File: config.mk
export PLATFORM = sky130hd
export DESIGN_NAME = frame_responder
export DESIGN_NICKNAME = d
export VERILOG_FILES = /design/src/rtl/frame_responder.sv
export SDC_FILE = /design/constraint.sdc
export NUM_CORES = 2
export LEC_CHECK = 0
export CORE_AREA = 3 3 448 450
export DETAILED_ROUTE_END_ITERATION = 6
export DIE_AREA = 0 0 451 453
export HOLD_SLACK_MARGIN = 0.06
export PLACE_DENSITY_LB_ADDON = 0.08
export RECOVER_POWER = 50
export SKIP_LAST_GASP = 1
export SYNTH_ARGS = -nofsm -noshare
export SYNTH_HDL_FRONTEND = slang
export SYNTH_SLANG_ARGS = --single-unit
File: constraint.sdc
create_clock -name clk -period 12 [get_ports clk]
set_input_delay 2.4 -clock clk [delete_from_list [all_inputs] [get_ports clk]]
set_output_delay 2.4 -clock clk [all_outputs]
set_load 0.02 [all_outputs]
File: src/rtl/frame_responder.sv
// Far-end endpoint of the inter-domain frame link: checks CRC-32 and the type/sequence rules of a
// forwarded frame, answers with OKAY/ERROR/FATAL_ERROR and releases the payload on OKAY.
module frame_responder #(
   parameter int unsigned DATA_SIZE     = 64,
   parameter int unsigned PREAMBLE_SIZE = 7,
   parameter int unsigned CRC_SIZE      = 4,
   parameter int unsigned FRAME_SIZE    = (PREAMBLE_SIZE + DATA_SIZE + CRC_SIZE) * 8 - 1,
   parameter logic [31:0] CRC_POLY      = 32'h04C11DB7,
   parameter int unsigned MAX_RETRY     = 3
) (
   input  logic                    clk,
   input  logic                    rst_n,
   input  logic [0:FRAME_SIZE]     frame_in,
   input  logic                    frame_in_valid,
   output logic [7:0]              confirm_code,
   output logic                    confirm_valid,
   output logic [0:DATA_SIZE*8-1]  data_out,
   output logic                    data_out_valid,
   output logic                    session_active,
   output logic [31:0]             last_frame_nr,
   output logic                    busy
);

   localparam int unsigned FRAME_BYTES = PREAMBLE_SIZE + DATA_SIZE + CRC_SIZE;
   localparam int unsigned IDX_W       = $clog2(FRAME_BYTES);
   localparam int unsigned RETRY_W     = $clog2(MAX_RETRY + 1);
   localparam logic [IDX_W-1:0] LAST_IDX = IDX_W'(FRAME_BYTES - 1);

   localparam logic [7:0] CODE_OKAY  = 8'h05;
   localparam logic [7:0] CODE_ERROR = 8'h04;
   localparam logic [7:0] CODE_FATAL = 8'h08;

   localparam logic [7:0] TYPE_FIRST  = 8'h00;
   localparam logic [7:0] TYPE_LAST   = 8'h01;
   localparam logic [7:0] TYPE_NORMAL = 8'h02;
   localparam logic [7:0] TYPE_SINGLE = 8'h03;

   typedef enum logic [1:0] {
      S_IDLE,
      S_CRC,
      S_CHECK,
      S_WAIT_LOW
   } state_t;

   state_t               state;
   logic [0:FRAME_SIZE]  frame_q;
   logic [31:0]          crc;
   logic [IDX_W-1:0]     byte_idx;
   logic [RETRY_W-1:0]   retry_cnt;

   logic [7:0]           cur_byte;
   logic [31:0]          crc_next;
   logic [7:0]           frame_type;
   logic [31:0]          frame_nr;
   logic                 nr_seq;
   logic                 type_ok;
   logic                 frame_ok;
   logic                 retry_last;

   // Shift one byte, MSB first, through the non-reflected CRC-32 register.
   function automatic logic [31:0] crc_byte(input logic [31:0] c_in, input logic [7:0] b);
      logic [31:0] c;
      c = c_in;
      for (int i = 7; i >= 0; i--) begin
         if (c[31] ^ b[i]) c = {c[30:0], 1'b0} ^ CRC_POLY;
         else              c = {c[30:0], 1'b0};
      end
      return c;
   endfunction

   assign frame_type = frame_q[0:7];
   assign frame_nr   = frame_q[24:55];

   // Byte under the CRC walk and its contribution to the remainder.
   always_comb begin
      cur_byte = frame_q[{byte_idx, 3'b000} +: 8];
      crc_next = crc_byte(crc, cur_byte);
   end

   // Verdict: type/sequence rules against session state, plus a zero CRC remainder.
   always_comb begin
      type_ok = 1'b0;
      nr_seq  = (frame_nr == last_frame_nr + 32'd1);
      case (frame_type)
         TYPE_FIRST:             type_ok = !session_active;
         TYPE_NORMAL, TYPE_LAST: type_ok = session_active && nr_seq;
         TYPE_SINGLE:            type_ok = !session_active;
         default:                type_ok = 1'b0;
      endcase
      frame_ok   = type_ok && (crc == 32'd0);
      retry_last = (32'(retry_cnt) + 32'd1) >= MAX_RETRY;
   end

   // Capture / CRC walk / verdict / wait-for-release sequencer with registered outputs.
   always_ff @(posedge clk or negedge rst_n) begin
      if (!rst_n) begin
         state          <= S_IDLE;
         frame_q        <= '0;
         crc            <= '0;
         byte_idx       <= '0;
         retry_cnt      <= '0;
         confirm_code   <= '0;
         confirm_valid  <= 1'b0;
         data_out       <= '0;
         data_out_valid <= 1'b0;
         session_active <= 1'b0;
         last_frame_nr  <= '0;
         busy           <= 1'b0;
      end else begin
         confirm_valid  <= 1'b0;
         data_out_valid <= 1'b0;
         case (state)
            S_IDLE: begin
               if (frame_in_valid) begin
                  frame_q  <= frame_in;
                  crc      <= '0;
                  byte_idx <= '0;
                  busy     <= 1'b1;
                  state    <= S_CRC;
               end
            end
            S_CRC: begin
               crc      <= crc_next;
               byte_idx <= byte_idx + IDX_W'(1);
               if (byte_idx == LAST_IDX) state <= S_CHECK;
            end
            S_CHECK: begin
               confirm_valid <= 1'b1;
               if (frame_ok) begin
                  confirm_code   <= CODE_OKAY;
                  data_out       <= frame_q[PREAMBLE_SIZE*8 +: DATA_SIZE*8];
                  data_out_valid <= 1'b1;
                  retry_cnt      <= '0;
                  state          <= S_WAIT_LOW;
                  case (frame_type)
                     TYPE_FIRST: begin
                        session_active <= 1'b1;
                        last_frame_nr  <= frame_nr;
                     end
                     TYPE_NORMAL: last_frame_nr <= frame_nr;
                     TYPE_LAST: begin
                        session_active <= 1'b0;
                        last_frame_nr  <= '0;
                     end
                     default: ;
                  endcase
               end else if (retry_last) begin
                  confirm_code   <= CODE_FATAL;
                  retry_cnt      <= '0;
                  session_active <= 1'b0;
                  last_frame_nr  <= '0;
                  state          <= S_WAIT_LOW;
               end else begin
                  // Back to IDLE so a retransmission still held on the link is re-captured.
                  confirm_code <= CODE_ERROR;
                  retry_cnt    <= retry_cnt + RETRY_W'(1);
                  busy         <= 1'b0;
                  state        <= S_IDLE;
               end
            end
            S_WAIT_LOW: begin
               if (!frame_in_valid) begin
                  busy  <= 1'b0;
                  state <= S_IDLE;
               end
            end
            default: begin
               busy  <= 1'b0;
               state <= S_IDLE;
            end
         endcase
      end
   end

endmodule

* Word level (Yosys, flattened, before mapping)
Cells that the tools add are included.
** Operators by class
- Add/subtract/negate cells :: 4
- Multiply operators :: 0
- Div/mod/pow operators :: 0
- $lt $le $gt $ge :: 1
- Equal/unequal tests :: 15
- Shift-type cells :: 1
- Mux-type cells :: 37
- Bitwise operators :: 17
- Reductions and logical operators :: 19
** Operators with widths (count)
- $shiftx 600x11->601 :: 1
- $mux 27 :: 8
- $pmux 32 s2 :: 2
- $not 14->14 :: 8
- $mux 32 :: 3
- $add 32x1->32 const B :: 1
- $eq 32x32->1 :: 1
- $logic_not 32->1 :: 1
- $eq 8x2->1 const B :: 2
- $mux 2 :: 7
- $pmux 7 s2 :: 1
- $not 10->11 :: 1
- $ne 2x2->1 const B :: 5
- $mux 1 :: 9
- $reduce_and 3->1 :: 3
- $eq 8x1->1 const B :: 1
- $logic_not 8->1 :: 1
- $mux 4 :: 2
- $pmux 2 s4 :: 1
- $xor 1x1->1 :: 8
- $add 7x1->7 const B :: 1
- $eq 7x7->1 const B :: 1
- $mux 7 :: 1
- $reduce_and 2->1 :: 3
- other kinds (16) :: 22
** Word-level totals
- Register bits :: 1199
- Latch bits :: 0
- RAM bits :: 0
- Memory bits (read-only) :: 0
- Input bits :: 603
- Output and inout bits :: 556
- Word-level logic and storage cells :: 106
- Memories :: 0

* Depth between registers and ports, before layout
- Depth in word-level cells :: 19
- Depth in mapped cells :: 18
- Depth with buffers taken out :: 11

* Least setup slack after synthesis
No wires, ideal clock.
- Kind :: flip-flop to flip-flop
- Start point :: register byte_idx[1]
- End point :: register crc[12]
- Arrival :: 3.800 ns
- Setup slack :: 8.071 ns
- Cell stages (with the launch flop) :: 13
- Buffers on the path :: 2
- Path through :: dfrtp_1 -> clkbuf_1 -> mux4_4 -> mux4_2 -> mux2_2 -> a2111o_1 -> o2111ai_4 -> nor3_1 -> or2_1 -> buf_2 -> xor3_2 -> xnor3_1 -> o2bb2ai_1
** Between the ends
- Cells in the longest elaborated chain, start to end :: 17
- Elaborated cells on any way between the ends :: 23
** Ends and longest elaborated chain
- from (decl) :: line 48 : logic [IDX_W-1:0] byte_idx;
- from (signal assigned) :: line 124 : byte_idx <= byte_idx + IDX_W'(1);
- $not 10->11 (implied by the code) * :: line 76 : cur_byte = frame_q[{byte_idx, 3'b000} +: 8];
- $shiftx 600x11->601 * :: line 76
- $xor 1x1->1 :: line 65 : if (c[31] ^ b[i]) c = {c[30:0], 1'b0} ^ CRC_POLY;
- $mux 27 (2 in a row) :: line 65
- $not 14->14 (no source line)
- $mux 27 :: line 65
- $not 14->14 (no source line)
- $mux 27 (2 in a row) :: line 65
- $not 14->14 (no source line)
- $mux 27 :: line 65
- $not 14->14 (no source line)
- $mux 27 :: line 65
- $not 14->14 (no source line)
- $mux 27 * :: line 65
- $pmux 32 s2 * :: line 112 : case (state)
- to (signal assigned) :: line 123 : crc <= crc_next;
- to (decl) :: line 47 : logic [31:0] crc;
Mark *: on every way between the ends. The rest lies on a longest branch, timed or not.
A chain may end at the register's enable or synchronous reset.

* Worst setup path after layout
- Start point :: input port frame_in_valid
- End point :: register frame_q[211] (netlist bit)
** Between the ends
- Cells in the longest elaborated chain, start to end :: 1
** Ends and longest elaborated chain
- from (decl) :: line 14 : input logic frame_in_valid,
- $reduce_and 2->1 (no source line)
- to (signal assigned) :: line 115 : frame_q <= frame_in;
- to (decl) :: line 46 : logic [0:FRAME_SIZE] frame_q;
No other way between the ends.

==> impl_metrics.py <==
metrics = {
    "critical_path": {
        "largest_incremental_delay_on_the_critical_path_ps": 2960,
        "arrival_ps": 8890,
        "critical-path-top-cell-by-count": "sky130_fd_sc_hd__nand2_1",
        "worst_path_max_delay_cell": "sky130_fd_sc_hd__clkbuf_1",
        "regToRegEndpoint": "data_out[282]",
        "cp_launch_type": "input port",
        "regToRegSetupSlack_ps": 5410,
        "startpoint": "frame_in_valid",
        "cell_depth_of_the_worst_flop_to_flop_path": 12,
        "worst-setup-path-type": "input port to flop",
        "path_cells": "dlygate4sd3_1 -> nand2_1 -> clkbuf_1 -> buf_12 -> nand2_1 -> nand2_1",
        "crit-reg2reg-launch": "crc[27]",
        "timing.critical_path.required_ps": 12710,
        "cp-end-kind": "flop",
        "path_max_fanout": 149,
    },
    "sta": {
        "finalCritPeriodShare": 0.681,
        "grt_setup_unrepaired": "false",
        "period_needed_ps": 8170,
        "report.final.slew_viol_count": 540,
        "setup_violations_final": 0,
        "slew_headroom": -2.85,
        "final.setup_skew_ps": 29.7,
        "tns_ps": 0,
        "timing.fmax_mhz": 122,
        "finalHoldViolCount": 0,
        "timing_worst_slew_pin_value_ps": 5780,
    },
    "cells_and_area": {
        "final_cell_mix": "1852 x sky130_fd_sc_hd__nand2_1, 1190 x sky130_fd_sc_hd__dfrtp_1, 1133 x sky130_fd_sc_hd__clkdlybuf4s50_1, 543 x sky130_fd_sc_hd__mux2_2, 155 x sky130_fd_sc_hd__clkbuf_16",
        "finish.net_count": 6296,
        "mostFrequentLayoutCell": "sky130_fd_sc_hd__nand2_1",
        "postLayoutCoreUtil": 0.360,
        "drive_above_1_share": 0.162,
        "synthToLayoutAreaGrowth_pct": 36.5,
    },
    "synth": {
        "postSynth.asyncResetShare": 1.00,
        "postSynthAreaPerCell_sq_um": 11.2,
        "area_of_the_mapped_netlist_sq_um": 51900,
        "yosys.area.top_type_share": 0.576,
        "synth.yosys.seq_area_share": 0.576,
        "post-synth-top-area-cell": "sky130_fd_sc_hd__dfrtp_1",
        "post_synth_main_area_contributors": "sky130_fd_sc_hd__dfrtp_1 58%, sky130_fd_sc_hd__nand2_1 13%, sky130_fd_sc_hd__mux2_2 12%",
        "synth_warnings": 0,
        "post_synth_num_cell_types": 90,
        "syn-instance-count": 4617,
        "yosys_register_bits": 1194,
        "synth_edf_count": 0,
        "yosys_most_used_dff": "sky130_fd_sc_hd__dfrtp_1",
    },
    "cts": {
        "cts_resized": 0,
        "cts_setup_buffers": 0,
        "cts.reportedPaths.clkPinSlew_ps": 60,
        "clockRootBuffer": "sky130_fd_sc_hd__clkbuf_16",
        "htree_num_levels": 4,
        "hold_bufs_at_cts": 0,
        "clock_tree.buffer_depth": 3,
        "worst_skew_pair.late_latency_ps": 790,
        "cts_tree": "yes",
        "cts.sinks": 1194,
        "cts_buffers": 150,
    },
    "placement": {
        "portBuffers": 1153,
        "dp_hpwl_mm": 168,
        "gpl.final_weighted_congestion": 0.850,
    },
    "drt": {
        "detail_route.wl_per_cell_um": 27.1,
        "post-route-drc-count": 0,
        "antenna_violating_nets_post_route": 1,
        "firstDrtPassIters": 5,
        "route.detailed.vias_per_inst": 4.60,
        "number_of_vias_after_detailed_routing": 39042,
        "routed_wirelength_mm": 230,
        "detailedRoute.firstIterationViolations": 2507,
    },
    "run_status": {
        "violations_in_the_final_reports": "antenna rules, capacitance limit, slew limit",
        "status": "complete, but fails checks",
    },
    "hold_path": {
        "hold_depth": 2,
        "min-delay-path-class": "flop to flop",
        "hold_path_startpoint": "frame_q[16]",
        "worstHoldEndpoint": "frame_q[16]",
    },
    "floorplanning": {
        "fp.coreArea_sq_um": 197000,
        "rows": 163,
        "die_h_um": 453,
        "design.portCount": 1159,
        "die_width_um": 451,
        "floorplan.initialDensity": 0.263,
        "die-area_sq_um": 204000,
    },
    "grt": {
        "grt_first_pass_wirelength_mm": 321,
        "grt.overflow.total": 0,
        "antenna_found_initial": 105,
        "via_count_of_the_first_global_routing_pass": 40036,
        "largest_net_degree_at_the_start_of_global_routing": 171,
        "groute.usage.overall": 0.220,
    },
    "power_and_ir_drop": {
        "peakVddDrop_uv": 260,
        "total_leakage_power_nw": 33.6,
        "power_per_cell_area_nw_per_um2": 246,
    },
    "job": {
        "maxCapViolations": 8,
    },
}
layout make-up:
cell class	instances	area, sq um
clock buffer	227	4440
inverter	21	78.8
multi-input combinational	3122	20600
antenna	50	125
clock inverter	36	342
timing repair buffer	1201	12000
fill	19846	126000
sequential	1194	29900
tap	2640	3300
power breakdown:
group	switching [mW]	leakage [nW]	total (mW)	internal, mW
Sequential	1.09	15.7	6.21	5.12
Combinational	3.85	15.5	6.72	2.87
Clock	1.85	2.35	4.46	2.61
metrics by stage:
step	total power, mW	hold WS (ps)	std cells	setup slack [ps]	cell area [sq um]
floorplan	10.3	437	4621	8070	51900
global placement	13.1	453	8178	5410	66000
detailed placement	13.1	457	8178	5340	66000
CTS	17.7	472	8441	5320	70800
global route	18.5	487	8471	3370	70800
finish	17.4	465	8491	3830	70800
cells in the mapped netlist (20+ instances only):
cell                          n
sky130_fd_sc_hd__mux2i_1     53
sky130_fd_sc_hd__mux4_2     102
sky130_fd_sc_hd__nor4_1      20
sky130_fd_sc_hd__nand2_1   1853
sky130_fd_sc_hd__buf_4       21
sky130_fd_sc_hd__clkbuf_1   216
sky130_fd_sc_hd__xnor2_1     57
sky130_fd_sc_hd__xor2_1      34
sky130_fd_sc_hd__buf_2       22
sky130_fd_sc_hd__mux4_1      30
sky130_fd_sc_hd__dfrtp_1   1194
sky130_fd_sc_hd__nor3_1      22
sky130_fd_sc_hd__a22o_1      34
sky130_fd_sc_hd__nor2_1      44
sky130_fd_sc_hd__o21ai_0     46
sky130_fd_sc_hd__nand3_1     54
sky130_fd_sc_hd__mux2_2     543
worst max path at each step:
stage,endpoint,slack (ps)
finish,frame_q[211],3830
global route,frame_q[242],3370
CTS,data_out[139],5320
detailed placement,data_out[123],5340
global placement,data_out[197],5410
floorplan,crc[12],8070
critical path, delay by kind of cell:
| family | cells | cell delay [ps] |
|---|---|---|
| simple gates | 3 | 1970 |
| buf+inv | 3 | 4120 |
logic make-up after synthesis:
group / after synthesis / synth area share
xor+xnor: 101 / 0.0196
flops: 1194 / 0.576
mux: 730 / 0.188
simple gates: 2069 / 0.157
fa+ha+maj: 3 / 0.000723
other cells: 1 / 0.0000722
buf+inv: 305 / 0.0275
compound gates: 214 / 0.0310
state kept, by name (all words and copies together) (netlist names), 2 cells and up:
register,flops
byte_idx,7
confirm_code,3
crc,32
data_out,512
frame_q,600
last_frame_nr,32
retry_cnt,2
state,2
layer usage:
layer / vias up / part of all wire / GRT usage
met5: - / 0.0012 / 0
met4: 42 / 0.040 / 0.0932
met3: 373 / 0.069 / 0.0678
met2: 1120 / 0.48 / 0.361
met1: 19792 / 0.41 / 0.268
li1: 17715 / - / -
(Power assumes the default switching activity.)
